**src/rtl/irq_ctrl_pkg.sv**
```systemverilog
// irq_ctrl shared definitions: peripheral address map, FSM encoding
// and the handler-vector helper.
package irq_ctrl_pkg;

    // Timer registers share the 5-bit peripheral space
    localparam logic [4:0] TMR_CTRL_A  = 5'b10110;
    localparam logic [4:0] TMR_CNT_A   = 5'b10111;

    localparam logic [4:0] IRQ_MASK_A  = 5'b11000;
    localparam logic [4:0] IRQ_PEND_A  = 5'b11001;
    localparam logic [4:0] IRQ_CAUSE_A = 5'b11010;
    localparam logic [4:0] IRQ_EOI_A   = 5'b11011;

    typedef enum logic [1:0] {
        IRQ_IDLE = 2'b00,
        IRQ_REQ  = 2'b01,
        IRQ_SVC  = 2'b10
    } irq_state_t;

    function automatic logic [31:0] irq_vec(
        input logic [31:0] base,
        input logic [31:0] stride,
        input logic [2:0]  id
    );
        return base + stride * {29'b0, id};
    endfunction

endpackage

```
**src/rtl/irq_ctrl_if.sv**
```systemverilog
// Register bus plus CPU request/ack bundle of the interrupt controller.
// master = CPU side, slave = controller side.
interface irq_ctrl_if;
    logic        we;
    logic [4:0]  addr;
    logic [31:0] wd;
    logic [31:0] rd;
    logic        irq;
    logic        ack;
    logic [31:0] vector;
    logic        active;

    modport master (
        output we, addr, wd, ack,
        input  rd, irq, vector, active
    );

    modport slave (
        input  we, addr, wd, ack,
        output rd, irq, vector, active
    );
endinterface

```
**src/rtl/irq_edge_sync.sv**
```systemverilog
// Per-source 2-flop synchroniser followed by a previous-value register;
// rise pulses for one cycle on each synchronised rising edge.
module irq_edge_sync (
    input  logic clk,
    input  logic rst,
    input  logic d,
    output logic rise
);
    logic s1;
    logic s2;
    logic s3;

    always_ff @(posedge clk or posedge rst) begin
        if (rst) begin
            s1 <= 1'b0;
            s2 <= 1'b0;
            s3 <= 1'b0;
        end else begin
            s1 <= d;
            s2 <= s1;
            s3 <= s2;
        end
    end

    assign rise = s2 & ~s3;
endmodule

```
**src/rtl/irq_ctrl.sv**
```systemverilog
// Memory-mapped interrupt controller: edge-latched pending bits, mask,
// fixed priority (source 0 highest) and a request/service/EOI handshake.
module irq_ctrl
    import irq_ctrl_pkg::*;
#(
    parameter int          NSRC       = 4,
    parameter logic [31:0] VEC_BASE   = 32'h180,
    parameter logic [31:0] VEC_STRIDE = 32'h8
) (
    input  logic            clk,
    input  logic            rst,
    input  logic [NSRC-1:0] src,
    irq_ctrl_if.slave       bus
);
    logic [NSRC-1:0] rise;
    logic [NSRC-1:0] mask;
    logic [NSRC-1:0] pend;
    logic [NSRC-1:0] pm;
    logic [NSRC-1:0] w1c;
    logic [NSRC-1:0] clr;
    logic [2:0]      hid;
    logic [2:0]      active_id;
    logic            req;
    logic            take;
    logic            mask_we;
    logic            pend_we;
    logic            eoi;
    logic            irq_q;
    logic            active_q;
    irq_state_t      state;

    for (genvar g = 0; g < NSRC; g++) begin : g_sync
        irq_edge_sync u_sync (
            .clk  (clk),
            .rst  (rst),
            .d    (src[g]),
            .rise (rise[g])
        );
    end

    assign pm  = pend & mask;
    assign req = |pm;

    always_comb begin
        hid = 3'd0;
        for (int i = NSRC - 1; i >= 0; i--) begin
            if (pm[i]) hid = 3'(i);
        end
    end

    assign mask_we = bus.we && (bus.addr == IRQ_MASK_A);
    assign pend_we = bus.we && (bus.addr == IRQ_PEND_A);
    assign eoi     = bus.we && (bus.addr == IRQ_EOI_A);
    assign take    = (state == IRQ_REQ) && bus.ack && req;
    assign w1c     = pend_we ? bus.wd[NSRC-1:0] : '0;

    always_comb begin
        clr = '0;
        for (int i = 0; i < NSRC; i++) begin
            clr[i] = take && (hid == 3'(i));
        end
    end

    // A fresh rise wins over both W1C and the ack clear
    always_ff @(posedge clk or posedge rst) begin
        if (rst) begin
            mask <= '0;
            pend <= '0;
        end else begin
            if (mask_we) mask <= bus.wd[NSRC-1:0];
            pend <= (pend & ~w1c & ~clr) | rise;
        end
    end

    always_ff @(posedge clk or posedge rst) begin
        if (rst) begin
            state     <= IRQ_IDLE;
            irq_q     <= 1'b0;
            active_q  <= 1'b0;
            active_id <= 3'd0;
        end else begin
            unique case (state)
                IRQ_IDLE: begin
                    if (req) begin
                        state <= IRQ_REQ;
                        irq_q <= 1'b1;
                    end
                end
                IRQ_REQ: begin
                    if (!req) begin
                        state <= IRQ_IDLE;
                        irq_q <= 1'b0;
                    end else if (bus.ack) begin
                        state     <= IRQ_SVC;
                        irq_q     <= 1'b0;
                        active_q  <= 1'b1;
                        active_id <= hid;
                    end
                end
                IRQ_SVC: begin
                    if (eoi) begin
                        state    <= IRQ_IDLE;
                        active_q <= 1'b0;
                    end
                end
                default: begin
                    state    <= IRQ_IDLE;
                    irq_q    <= 1'b0;
                    active_q <= 1'b0;
                end
            endcase
        end
    end

    always_comb begin
        unique case (state)
            IRQ_REQ: bus.vector = irq_vec(VEC_BASE, VEC_STRIDE, hid);
            IRQ_SVC: bus.vector = irq_vec(VEC_BASE, VEC_STRIDE, active_id);
            default: bus.vector = VEC_BASE;
        endcase
    end

    always_comb begin
        bus.rd = '0;
        unique case (1'b1)
            bus.addr == IRQ_MASK_A:  bus.rd = 32'(mask);
            bus.addr == IRQ_PEND_A:  bus.rd = 32'(pend);
            bus.addr == IRQ_CAUSE_A: bus.rd = {active_q, 28'b0, active_id};
            default:                 bus.rd = '0;
        endcase
    end

    assign bus.irq    = irq_q;
    assign bus.active = active_q;

    logic unused_wd;
    assign unused_wd = ^bus.wd[31:NSRC];
endmodule

```
**src/flat_wrapper.sv**
```systemverilog
// flat-port wrapper written by rule: the top's interface ports become plain ports
module irq_ctrl_flat import irq_ctrl_pkg::*;
#(
    parameter int          NSRC       = 4,
    parameter logic [31:0] VEC_BASE   = 32'h180,
    parameter logic [31:0] VEC_STRIDE = 32'h8
)
  (clk, rst, src, bus_we, bus_addr, bus_wd, bus_ack, bus_rd, bus_irq, bus_vector, bus_active);
  irq_ctrl_if bus_i ();
  input  logic clk;
  input  logic rst;
  input  logic [NSRC-1:0] src;
  input wire logic [$bits(bus_i.we)-1:0] bus_we;
  input wire logic [$bits(bus_i.addr)-1:0] bus_addr;
  input wire logic [$bits(bus_i.wd)-1:0] bus_wd;
  input wire logic [$bits(bus_i.ack)-1:0] bus_ack;
  output wire logic [$bits(bus_i.rd)-1:0] bus_rd;
  output wire logic [$bits(bus_i.irq)-1:0] bus_irq;
  output wire logic [$bits(bus_i.vector)-1:0] bus_vector;
  output wire logic [$bits(bus_i.active)-1:0] bus_active;
  assign bus_i.we = bus_we;
  assign bus_i.addr = bus_addr;
  assign bus_i.wd = bus_wd;
  assign bus_i.ack = bus_ack;
  assign bus_rd = bus_i.rd;
  assign bus_irq = bus_i.irq;
  assign bus_vector = bus_i.vector;
  assign bus_active = bus_i.active;
  irq_ctrl #(.NSRC(NSRC), .VEC_BASE(VEC_BASE), .VEC_STRIDE(VEC_STRIDE)) u_core (.clk(clk), .rst(rst), .src(src), .bus(bus_i));
endmodule
```
**config.mk**
```make
export PLATFORM = sky130hd
export DESIGN_NAME = irq_ctrl_flat
export DESIGN_NICKNAME = d
export VERILOG_FILES = /design/src/rtl/irq_ctrl_pkg.sv /design/src/rtl/irq_ctrl_if.sv /design/src/rtl/irq_edge_sync.sv /design/src/rtl/irq_ctrl.sv /design/src/flat_wrapper.sv
export SDC_FILE = /design/constraint.sdc
export NUM_CORES = 1
export LEC_CHECK = 0
export ABC_AREA = 1
export CAP_MARGIN = 0
export CORE_UTILIZATION = 37
export CTS_BUF_LIST = sky130_fd_sc_hd__clkbuf_16
export DETAILED_ROUTE_END_ITERATION = 10
export GPL_TIMING_DRIVEN = 0
export PLACE_DENSITY = 0.91
export SLEW_MARGIN = 20
export SYNTH_ARGS = -nofsm -noshare
export SYNTH_HDL_FRONTEND = slang
export SYNTH_SLANG_ARGS = --single-unit
```
**constraint.sdc**
```tcl
create_clock -name clk -period 1.6 [get_ports clk]
set_input_delay 0.24 -clock clk [delete_from_list [all_inputs] [get_ports clk]]
set_output_delay 0.24 -clock clk [all_outputs]
set_load 0.01 [all_outputs]
```
==> results.tsv <==
stage	metric	value	unit
outcome	status	completed	
sta	timing.fmax	628	MHz
die	start_util	0.385	
placement	placed_area	2350	µm²
clock_network	cts_sinks	26	
synth	synth_fa_ha_area_frac	0.0275	
cells_and_area	multi_input_area	906	µm²
synth	synthDistinctLibCells	23	
sta	maxSlewViolCount	0	
synth	avgSynthCellArea	8.46	µm²
placement	post-place-ws	-516	ps
synth	synth_top_area_cell	dfrtp_1	
cells_and_area	drive_gt1_frac	0.393	
worst_setup_path	setup.worst_path.class	reg -> out	
synth	ys_seq_area_frac	0.358	
cells_and_area	final_nets	368	
clock_network	cts_tree	done	
global_route	grt_max_degree	27	
drt	highest_layer	met4	
placement	port_buffers	24	
worst_setup_path	start_kind	register	
cells_and_area	final_common_cell	buf_4	
drt	wl_met1	1400	µm
clock_network	clock_path_buffers	2	
sta	min_period	1590	ps
sta	worst_slack	8.48	ps
die	die_y	72.1	µm
sta	finalSetupViolCount	0	
drt	route.met3.wl	259	µm
global_route	antenna_found_initial	0	
global_route	overflow	0	
sta	min_period_over_period	0.995	
drt	routed_wl	3640	µm
synth	synth-compound-area-share	0.0227	
worst_setup_path	end_kind	output port	
clock_network	clk_pin_slew_worst_paths	60	ps
global_route	grt_pass1_vias	1372	
drt	dr_wl_met2	1910	µm
worst_setup_path	timing.rr.start	u_core.state[0]$_DFFE_PP0P_	
synth	ys_top_cells_by_area	dfrtp_1 (36%), buf_4 (24%), nand2_1 (10%), nand3_1 (4.7%), inv_1 (4.5%)	
synth	synthMuxAreaShare	0	
drt	dr.pass1.iters	4	
die	die_w	72.1	µm
drt	dr.first_iter.drc_count	72	
die	fp-row-count	25	
global_route	grt_usage	0.145	
sta	hold_viol_final	0	
synth	ys_warn_count	0	
drt	detail_route.wl_per_cell	9.46	µm
worst_setup_path	required	1360	ps
placement	gp_congestion	0.874	
cells_and_area	fin_area	2640	µm²
global_route	grt_pass1_wl	5780	µm
sta	tightest_slew	920	ps
worst_setup_path	worstPathArrival	1350	ps
cells_and_area	area_growth_syn_to_layout	44.8	%
drt	vias	1500	
synth	netlist_area	1820	µm²
cells_and_area	antenna_cells	0	
drt	drc_errors	0	
cells_and_area	fill_cells	432	
drt	ant_nets	0	
synth	ys_ff_latch	26	
run	max_cap_viol_count	0	
pwr	p_leak	1.48	nW
sta	fin_tns_setup	0	ps
worst_setup_path	crit_path_start	u_core.pend[0]$_DFF_PP0_	
worst_setup_path	rr_endpoint	u_core.pend[3]$_DFF_PP0_	
clock_network	htreeDepth	1	
synth	synth_top_family_by_area	simple AND/OR/NAND/NOR gates	
synth	synth_cells	215	
pwr	power-per-cell-area	1120	nW/µm²
sta	relSlewSlack	0.383	
sta	rsz0062_at_grt	true	
clock_network	cts_made_buffers	3	
sta	clock_skew	3.94	ps
placement	place_hpwl	2630	µm
clock_network	root_buffer	clkbuf_16	
cells_and_area	fin_util	0.558	
worst_setup_path	reg2reg_setup_slack	270	ps
worst_setup_path	cp-endpoint	bus_vector[4]	
cells_and_area	layout_common_cells	buf_4 (77), conb_1 (57), nand2_1 (46), dfrtp_1 (26)	
die	io_pins	111	
die	die_area	5200	µm²
drt	viasPerCell	3.90	
cells_and_area	seqCellArea	651	µm²
worst_setup_path	critPathMaxFanout	3	
min_path	min_path_type	in -> reg	
synth	synth-xor-area-share	0	
clock_network	clk-insertion-delay-late	260	ps
synth	yosys.area_share.simple	0.299	
die	coreArea	4720	µm²
pwr	ir_worst_vdd	707	µV
worst_setup_path	r2r_cells	7	
synth	synth_top_cell_area_share	0.358	
worst max-delay path, cell delays in order, from the launching register on:
cell	delay, ps
dfrtp_1	430
nand2_4	120
nand2_8	80
nor2_4	130
nand2_2	60
a21oi_2	130
buf_2	150
worst min path at each step:
stage / cells after the start / end / startpoint / slack (ps)
6_report: 3 / u_core.mask[3]$_DFFE_PP0P_ / bus_we / 310
5_1_grt: 3 / u_core.mask[1]$_DFFE_PP0P_ / bus_we / 310
4_1_cts: 3 / u_core.mask[3]$_DFFE_PP0P_ / bus_we / 300
3_5_place_dp: 0 / u_core.g_sync[0].u_sync.s2$_DFF_PP0_ / u_core.g_sync[0].u_sync.s1$_DFF_PP0_ / 340
3_3_place_gp: 0 / u_core.g_sync[3].u_sync.s2$_DFF_PP0_ / u_core.g_sync[3].u_sync.s1$_DFF_PP0_ / 330
2_1_floorplan: 0 / u_core.g_sync[0].u_sync.s1$_DFF_PP0_ / src[0] / 270
where the power goes:
group	switching, mW	internal [mW]
clock	0.225	0.498
combinational	0.755	0.587
sequential	0.107	0.786
metal layers:
metal	vias to the layer above	track usage
li1	753	-
met1	665	0.161
met2	74	0.268
met3	8	0.0278
met4	0	0.0610
met5	-	0
through the flow:
step | std cells | hold slack, ps | total power [mW]
5_1_grt | 385 | 306 | 3.14
3_5_place_dp | 361 | 336 | 2.01
3_3_place_gp | 361 | 332 | 1.95
6_report | 385 | 309 | 2.96
4_1_cts | 385 | 303 | 2.91
2_1_floorplan | 270 | 271 | 1.74
registers in the layout, indices dropped and copies added (netlist names):
register,count
u_core.state,2
u_core.g_sync.u_sync.s3,4
u_core.g_sync.u_sync.s2,4
u_core.pend,4
u_core.mask,4
u_core.bus.irq,1
u_core.bus.active,1
u_core.active_id,2
u_core.g_sync.u_sync.s1,4
synthesized netlist by cell type:
cell type   n
a21oi_1     3
buf_4      58
conb_1      2
dfrtp_1    26
ha_1        4
inv_1      22
inv_2       2
nand2_1    49
nand2_2     5
nand2_4     3
nand2_8     1
nand3_1    17
nand3_2     5
nand3b_1    1
nand4_1     4
nand4_2     1
nor2_1      2
nor2_2      1
nor2_4      3
nor2_8      2
nor3b_1     1
o21ai_0     2
o21ai_4     1
what timing repair did:
item	4_1_cts	5_1_grt
gates resized for setup	39	8
setup endpoints to repair	7	3
buffers inserted	20	0
hold buffers	0	0
pin swaps	6	3
logic make-up after synthesis:
logic type	count (synthesis)
other cells	2
buf+inv	82
flops	26
compound gates	6
simple gates	95
fa+ha+maj	4
area by class of cell:
cell class,instances,area share
buffer,58,0.165
clock buffer,3,0.0285
clock inverter,1,0.0114
inverter,24,0.0351
multi-input combinational,162,0.344
sequential,26,0.247
tap,67,0.0318
timing repair buffer,44,0.137
Power figures use the tool's default switching activity.
